**src/rtl/uart_pkg.sv**
```systemverilog
// rtl/uart_pkg.sv - shared types and frame constants for the serial receiver
package uart_pkg;

    typedef enum logic [1:0] {
        IDLE,
        START,
        DATA,
        STOP
    } rx_state_e;

    localparam logic START_BIT = 1'b0;
    localparam logic STOP_BIT  = 1'b1;

endpackage

```
**src/rtl/uart_rx_sync.sv**
```systemverilog
// rtl/uart_rx_sync.sv - two-flop synchronizer for the serial input, resets to idle-high
module uart_rx_sync (
    input  logic clk,
    input  logic rst,
    input  logic d,
    output logic q
);

    logic sync1_q, sync1_d;
    logic sync2_q, sync2_d;

    always_comb begin
        sync1_d = d;
        sync2_d = sync1_q;
    end

    always_ff @(posedge clk) begin
        if (rst) begin
            sync1_q <= 1'b1;
            sync2_q <= 1'b1;
        end else begin
            sync1_q <= sync1_d;
            sync2_q <= sync2_d;
        end
    end

    assign q = sync2_q;

endmodule

```
**src/rtl/uart_rx.sv**
```systemverilog
// rtl/uart_rx.sv - serial receiver assembling characters into multi-word frames with valid/ready output
module uart_rx
    import uart_pkg::*;
#(
    parameter int CLOCKS_PER_PULSE = 4,
    parameter int W_OUT            = 16,
    parameter int BITS_PER_WORD    = 8
) (
    input  logic                                                  clk,
    input  logic                                                  rst,
    input  logic                                                  rx,
    output logic [W_OUT/BITS_PER_WORD-1:0][BITS_PER_WORD-1:0]     m_data,
    output logic                                                  m_valid,
    input  logic                                                  m_ready,
    output logic                                                  frame_err,
    output logic                                                  overrun
);

    localparam int NUM_OF_WORDS = W_OUT / BITS_PER_WORD;
    localparam int CLK_W  = $clog2(CLOCKS_PER_PULSE);
    localparam int BIT_W  = (BITS_PER_WORD > 1) ? $clog2(BITS_PER_WORD) : 1;
    localparam int WORD_W = (NUM_OF_WORDS > 1) ? $clog2(NUM_OF_WORDS) : 1;

    localparam logic [CLK_W-1:0]  HALF_LAST  = CLK_W'(CLOCKS_PER_PULSE / 2 - 1);
    localparam logic [CLK_W-1:0]  PULSE_LAST = CLK_W'(CLOCKS_PER_PULSE - 1);
    localparam logic [BIT_W-1:0]  BIT_LAST   = BIT_W'(BITS_PER_WORD - 1);
    localparam logic [WORD_W-1:0] WORD_LAST  = WORD_W'(NUM_OF_WORDS - 1);

    typedef logic [NUM_OF_WORDS-1:0][BITS_PER_WORD-1:0] frame_t;

    logic rx_s;

    rx_state_e               state_q, state_d;
    logic [CLK_W-1:0]        c_clocks_q, c_clocks_d;
    logic [BIT_W-1:0]        c_bits_q, c_bits_d;
    logic [WORD_W-1:0]       c_words_q, c_words_d;
    logic [BITS_PER_WORD-1:0] char_q, char_d;
    frame_t                  words_q, words_d;
    frame_t                  m_data_q, m_data_d;
    logic                    m_valid_q, m_valid_d;
    logic                    frame_err_q, frame_err_d;
    logic                    overrun_q, overrun_d;
    logic                    frame_done;

    uart_rx_sync u_sync (
        .clk (clk),
        .rst (rst),
        .d   (rx),
        .q   (rx_s)
    );

    always_comb begin
        state_d     = state_q;
        c_clocks_d  = c_clocks_q;
        c_bits_d    = c_bits_q;
        c_words_d   = c_words_q;
        char_d      = char_q;
        words_d     = words_q;
        m_data_d    = m_data_q;
        m_valid_d   = m_valid_q;
        frame_err_d = 1'b0;
        overrun_d   = 1'b0;
        frame_done  = 1'b0;

        case (state_q)
            IDLE: begin
                if (rx_s == START_BIT) begin
                    state_d    = START;
                    c_clocks_d = '0;
                end
            end
            START: begin
                // A start bit that is no longer low at its midpoint was a glitch.
                if (c_clocks_q == HALF_LAST) begin
                    c_clocks_d = '0;
                    if (rx_s == START_BIT) begin
                        state_d  = DATA;
                        c_bits_d = '0;
                    end else begin
                        state_d = IDLE;
                    end
                end else begin
                    c_clocks_d = c_clocks_q + 1'b1;
                end
            end
            DATA: begin
                if (c_clocks_q == PULSE_LAST) begin
                    c_clocks_d       = '0;
                    char_d[c_bits_q] = rx_s;
                    if (c_bits_q == BIT_LAST) begin
                        state_d  = STOP;
                        c_bits_d = '0;
                    end else begin
                        c_bits_d = c_bits_q + 1'b1;
                    end
                end else begin
                    c_clocks_d = c_clocks_q + 1'b1;
                end
            end
            STOP: begin
                if (c_clocks_q == PULSE_LAST) begin
                    c_clocks_d = '0;
                    state_d    = IDLE;
                    if (rx_s == STOP_BIT) begin
                        words_d[c_words_q] = char_q;
                        if (c_words_q == WORD_LAST) begin
                            frame_done = 1'b1;
                            c_words_d  = '0;
                        end else begin
                            c_words_d = c_words_q + 1'b1;
                        end
                    end else begin
                        frame_err_d = 1'b1;
                        c_words_d   = '0;
                    end
                end else begin
                    c_clocks_d = c_clocks_q + 1'b1;
                end
            end
            default: state_d = IDLE;
        endcase

        // A full output register only accepts a new frame if it is drained this same cycle.
        if (frame_done) begin
            if (!m_valid_q || m_ready) begin
                m_data_d  = words_d;
                m_valid_d = 1'b1;
            end else begin
                overrun_d = 1'b1;
            end
        end else if (m_valid_q && m_ready) begin
            m_valid_d = 1'b0;
        end
    end

    always_ff @(posedge clk) begin
        if (rst) begin
            state_q     <= IDLE;
            c_clocks_q  <= '0;
            c_bits_q    <= '0;
            c_words_q   <= '0;
            char_q      <= '0;
            words_q     <= '0;
            m_data_q    <= '0;
            m_valid_q   <= 1'b0;
            frame_err_q <= 1'b0;
            overrun_q   <= 1'b0;
        end else begin
            state_q     <= state_d;
            c_clocks_q  <= c_clocks_d;
            c_bits_q    <= c_bits_d;
            c_words_q   <= c_words_d;
            char_q      <= char_d;
            words_q     <= words_d;
            m_data_q    <= m_data_d;
            m_valid_q   <= m_valid_d;
            frame_err_q <= frame_err_d;
            overrun_q   <= overrun_d;
        end
    end

    assign m_data    = m_data_q;
    assign m_valid   = m_valid_q;
    assign frame_err = frame_err_q;
    assign overrun   = overrun_q;

endmodule

```
**config.mk**
```make
export PLATFORM = sky130hd
export DESIGN_NAME = uart_rx
export DESIGN_NICKNAME = d
export VERILOG_FILES = /design/src/rtl/uart_pkg.sv /design/src/rtl/uart_rx_sync.sv /design/src/rtl/uart_rx.sv
export SDC_FILE = /design/constraint.sdc
export NUM_CORES = 1
export LEC_CHECK = 0
export CORE_MARGIN = 1
export CORE_UTILIZATION = 35
export CTS_CLUSTER_SIZE = 16
export DETAILED_ROUTE_END_ITERATION = 6
export GPL_TIMING_DRIVEN = 0
export PLACE_DENSITY_LB_ADDON = 0.05
export SLEW_MARGIN = 10
export SYNTH_ARGS = -nofsm -noshare
export SYNTH_HDL_FRONTEND = slang
export SYNTH_SLANG_ARGS = --single-unit
```
**constraint.sdc**
```tcl
create_clock -name clk -period 1.8 [get_ports clk]
set_input_delay 0.36 -clock clk [delete_from_list [all_inputs] [get_ports clk]]
set_output_delay 0.36 -clock clk [all_outputs]
set_load 0.05 [all_outputs]
```
[Yosys cells after proc, flatten, opt, wreduce, memory -nomap -nowiden]
Index checks and enable logic that the tools add are counted.
Widths: inputs -> output; s select.
Word-level totals
  word-level logic and storage cells: 90
  output and inout bits: 19
  input port bits: 4
  register bits: 53
Operators by class
  bitwise logic cells: 3
  muxes and demuxes: 36
  order comparisons: 4
  $add $sub $neg: 3
  equal/unequal tests: 13
  reduce and logical (&&, ||, !) cells: 17
Operator list (number)
  $mux 16: 3
  $mux 2: 9
  $bwmux 16: 1
  $mux 1: 12
  $mux 3: 4
  $ne 2x2->1 const B: 6
  $bwmux 8: 1
  $demux 8 s1: 1
  $mux 8: 1
  $pmux 2 s4: 1
  $reduce_and 2->1: 4
  $eq 2x2->1 const B: 3
  $pmux 2 s3: 1
  $pmux 3 s2: 1
  $reduce_and 5->1: 1
  $eq 2x1->1 const B: 2
  $lt 3x4->1 const B: 1
  $reduce_and 4->1: 1
  $reduce_bool 2->1: 2
  $reduce_or 2->1: 2
  $add 3x1->3 const B: 1
  $demux 1 s3: 1
  $eq 3x3->1 const B: 1
  $ge 3x1->1 const B: 1
  other kinds (11): 15

[Logic depth before layout (Yosys ltp)]
  depth after elaboration: 8
  mapped depth: 6

[Cells and area by module]
Synthesis repeated with hierarchy kept, for this count alone.
Second synthesis, totals
  cells, all modules: 189
  area, all modules: 1981.9 um^2
Modules (own cells, without submodules)
  uart_rx: times used 1, cells each 185, area each 1929.4 um^2, sequential area each 860.8 um^2
  uart_rx_sync: times used 1, cells each 4, area each 52.6 um^2, sequential area each 40.0 um^2

[Worst setup path after synthesis]
No wires, ideal clock.
  kind: register to register
  start point: register c_clocks_q[0]
  end point: register m_data_q (netlist bit m_data[8])
  buffers on the path: 2
  data required time: 1.728 ns
  cell stages (with the launch flop): 7
  slack: 0.366 ns
  data arrival time: 1.362 ns
  path through: dfxtp_1 > ha_1 > and3_1 > buf_6 > and4_4 > buf_6 > mux2i_1
On the way
  word-level cells in the longest chain between the ends: 4
RTL lines
  start, declared: RTL line uart_rx.sv:34  | logic [CLK_W-1:0] c_clocks_q, c_clocks_d;
  start signal, assigned: RTL line uart_rx.sv:150  | c_clocks_q <= c_clocks_d;
  $eq 2x2->1 (*): RTL line uart_rx.sv:101  | if (c_clocks_q == PULSE_LAST) begin
  $mux 1: RTL line uart_rx.sv:101
  $mux 1: RTL line uart_rx.sv:65  | case (state_q)
  $reduce_and 2->1 (no source line)
  end signal, assigned: RTL line uart_rx.sv:155  | m_data_q <= m_data_d;
  end, declared: RTL line uart_rx.sv:39  | frame_t m_data_q, m_data_d;
Every way passes the cells marked *; elsewhere a longest branch is shown, timed or not.
A chain may end at the register's enable or synchronous reset.

[Final worst setup path]
  start point: register frame_err_q (netlist: frame_err)
  end point: output frame_err
RTL lines
  start, declared: RTL line uart_rx.sv:41  | logic frame_err_q, frame_err_d;
  start signal, assigned: RTL line uart_rx.sv:157  | frame_err_q <= frame_err_d;
  end, declared: RTL line uart_rx.sv:15  | output logic frame_err,
No word-level cell between the ends.

==> out/qor.txt <==
Fill count -> 520
Critical-path cell list -> clkdlybuf4s50_1
Seq/Total Area, Yosys -> 46.39%
Max frequency -> 572.1 MHz
Slowest stage delay, CP -> 0.79 ns
Highest routed layer -> met4
Crit end category -> output port
Outcome -> complete, no violations
RSZ-0062 raised after global routing -> no
Final-stage net count -> 222
WL met3 -> 95 um
Critical Path Sink -> frame_err
Delay-heaviest family, CP -> buffers and inverters
Synthesized instance count -> 184
Initial Util -> 37.08%
Synth Area in Adders -> 3.866%
Req. time, crit path -> 1.44 ns
Worst slew pin tran -> 0.5677 ns
Worst reg2reg path depth -> 6
Synth Area in Compound Gates -> 4.575%
Crit. Startpoint -> frame_err$_SDFF_PP0_
Mapped Nets -> 194
Crit-path slowest cell -> clkdlybuf4s50_1
Combinational Power Share -> 3.5%
Mux cell area share after synthesis -> 17.53%
Largest family of logic cells by synthesized area -> simple AND/OR/NAND/NOR gates
# port buffers -> 21
Worst skew pair latency -> 0.29 ns
ANT cells -> 0
Worst r2r dst -> m_data[14]$_SDFFE_PP0P_
Vias in the first global route -> 1320
GR Overflow Total -> 0
YS warnings -> 0
Minimum clock period -> 1.748 ns
Final max-slew violation count -> 0
Detailed Route Iter0 Violations -> 40
# setup viols final -> 0
Root buffer cell -> clkbuf_8
VDD IR max -> 0.0002990 V
Wire per inst -> 12.47 um
IO Pins -> 23
DR WL met2 -> 1635 um
Levels on crit path -> 1
TritonCTS clock tree -> built
Cell row count -> 26
Xor and xnor area share after synthesis -> 0%
Leak -> 0.001058 uW
Layout Skew -> 0.006227 ns
Final hold vios -> 0
Post-Syn Area per Cell -> 10.55 um2
Die ar. -> 5850 um2
Post-route ant nets -> 0
DR pass1 iterations -> 4
Core ar. -> 5238 um2
# clock sinks -> 45
Internal Pwr Total -> 1483 uW
Area growth, synth to finish -> 21.00%
Worst Path Buf+Inv -> 1
Top FF cell, synth -> dfxtp_1
H-Tree Depth -> 2
Synth Area in Simple Gates -> 22.55%
Antenna violations before repair -> 0
Power Density -> 783.9 nW/um2
Period utilization -> 97.11%
Net Sw Frac -> 19.49%
Maxcap violations -> 0
Post-synth EDFFs -> 0
Routability congestion estimate -> 0.7662
Clock Path Buffers -> 2
Final wirelength -> 3529 um
Crit-path max FO -> 1
Clk pwr share -> 42.0%
P_sw -> 359.0 uW
Relative slew slack -> 61.64%
Pin count of the biggest net entering global routing -> 14
DP HPWL -> 2542 um
Worst hold path type -> reg2reg
CP Class -> reg2out
Synthesis-stage register bit count -> 45
Vias -> 1316
Synth async-reset ratio -> 0%
Data arrival, critical path -> 1.39 ns
WL met1 -> 1737 um
Final hold slack -> 0.4258 ns
Gr usage total -> 13.12%
Nature of the critical path startpoint -> register
Chip height -> 76.49 um
Synth cell types -> 31
Drt via density -> 4.650
First-pass GRT wire length -> 6113 um
Detailed-route DRC error count -> 0
Sequential share of power -> 54.5%
Worst R2R Start -> c_clocks_q[0]$_SDFFE_PP0P_
CTS clk-pin slew, worst paths -> 0.08 ns
Share of layout cells above drive strength 1 -> 9.390%
Num CTS Buffers -> 5
Die width -> 76.49 um
Reg2Reg Setup Slack -> 0.12 ns
Post-Synthesis Cell Area -> 1942 um2
Total Neg Setup Slack -> 0 ns
==> how the worst min path moves through the flow <==
stage,startpoint,to,slack (ns),cells after the start
3_5_place_dp,u_sync.sync1_q$_SDFF_PP1_,u_sync.q$_SDFF_PP1_,0.41,1
6_report,u_sync.sync1_q$_SDFF_PP1_,u_sync.q$_SDFF_PP1_,0.43,1
4_1_cts,u_sync.sync1_q$_SDFF_PP1_,u_sync.q$_SDFF_PP1_,0.43,1
3_3_place_gp,u_sync.sync1_q$_SDFF_PP1_,u_sync.q$_SDFF_PP1_,0.40,1
2_1_floorplan,u_sync.sync1_q$_SDFF_PP1_,u_sync.q$_SDFF_PP1_,0.39,1
5_1_grt,u_sync.sync1_q$_SDFF_PP1_,u_sync.q$_SDFF_PP1_,0.44,1
==> synth_stat cells, drive strengths merged, types with 3 or more instances <==
library cell / number / area share (%)
dfxtp: 45 / 46
mux2i: 34 / 18
nand2b: 34 / 11
buf: 9 / 3.3
nor2: 7 / 1.4
clkbuf: 6 / 1.2
ha: 6 / 3.9
a21oi: 5 / 1.3
nand3: 5 / 1.3
nand2: 4 / 0.77
a22o: 3 / 1.4
inv: 3 / 0.58
nor3: 3 / 0.77
==> cells in the final DEF, fill, tap and decap left out, types with 2 or more instances in the layout <==
master and count:
inv_1 3, and4bb_2 2, clkdlybuf4s50_1 4, nor2_1 7, mux2i_1 34, nand2b_1 34, dlymetal6s2s_1 4, buf_6 3
dfxtp_1 45, buf_4 2, nand3_1 5, dlygate4sd2_1 13, buf_1 3, nor2b_1 2, nor3_1 3, nand3b_1 2
nand2_1 4, a22o_1 3, clkbuf_1 7, nor3b_1 2, clkbuf_8 6, a21oi_1 5, or2_2 2, ha_1 6
==> area by class of cell <==
class                      instances  area (um2)  share of cell area, %
sequential                        45       900.9                  38.34
buffer                            15       87.58                  3.727
timing repair buffer              21       203.9                  8.679
tap                               70       87.58                  3.727
multi-input combinational        121       942.2                  40.10
clock buffer                       7       86.33                  3.674
clock inverter                     1       30.03                  1.278
inverter                           3       11.26                 0.4792
==> layer usage <==
| metal | vias up | track usage, % |
|---|---|---|
| met5 | - | 0 |
| met4 | 0 | 6.154 |
| met3 | 6 | 2.754 |
| met2 | 25 | 21.89 |
| met1 | 605 | 16.05 |
| li1 | 680 | - |
==> registers in the layout (all words and copies together) (netlist names), named ones only <==
signal,cells
c_clocks_q,2
frame_err,1
m_valid,1
u_sync.q,1
words_q,8
overrun,1
m_data,16
char_q,8
c_bits_q,3
state_q,1
c_words_q,1
u_sync.sync1_q,1
==> per-stage QoR <==
stage / area, um2 / cells / util, % / power, uW / setup WS (ns)
4_1_cts: 2340 / 283 / 44.67 / 1880 / 0.001841
3_3_place_gp: 2240 / 275 / 42.76 / 1091 / 0.09586
6_report: 2350 / 283 / 44.86 / 1842 / 0.05204
3_5_place_dp: 2240 / 275 / 42.76 / 1092 / 0.06659
5_1_grt: 2350 / 283 / 44.86 / 1929 / 0.004144
2_1_floorplan: 1942 / 184 / - / 1073 / 0.3662
==> logic make-up (layout without fill, tap and decap cells) <==
logic type / Yosys count / after routing
muxes: 34 / 34
adders and majority gates: 6 / 6
AOI/OAI and AO/OA: 12 / 12
and+or+nand+nor: 69 / 69
DFF: 45 / 45
buffers and inverters: 18 / 47
==> repair_timing <==
action / 4_1_cts / 5_1_grt
gates resized for setup: 13 / 4
pin swaps: 0 / 0
endpoints found under the setup margin: 13 / 4
buffers inserted: 0 / 0
hold buffers: 0 / 0
==> power groups by stage <==
stage	Clock, uW	Sequential (uW)	Combinational (uW)
after floorplan	0	1030	47.7
after global routing	852	1000	71.9
after detailed placement	0	1030	65.5
after global placement	0	1030	64.5
final	774	1000	64.5
after CTS	810	1000	65.7
No activity file was read; power rests on OpenSTA's default activity.
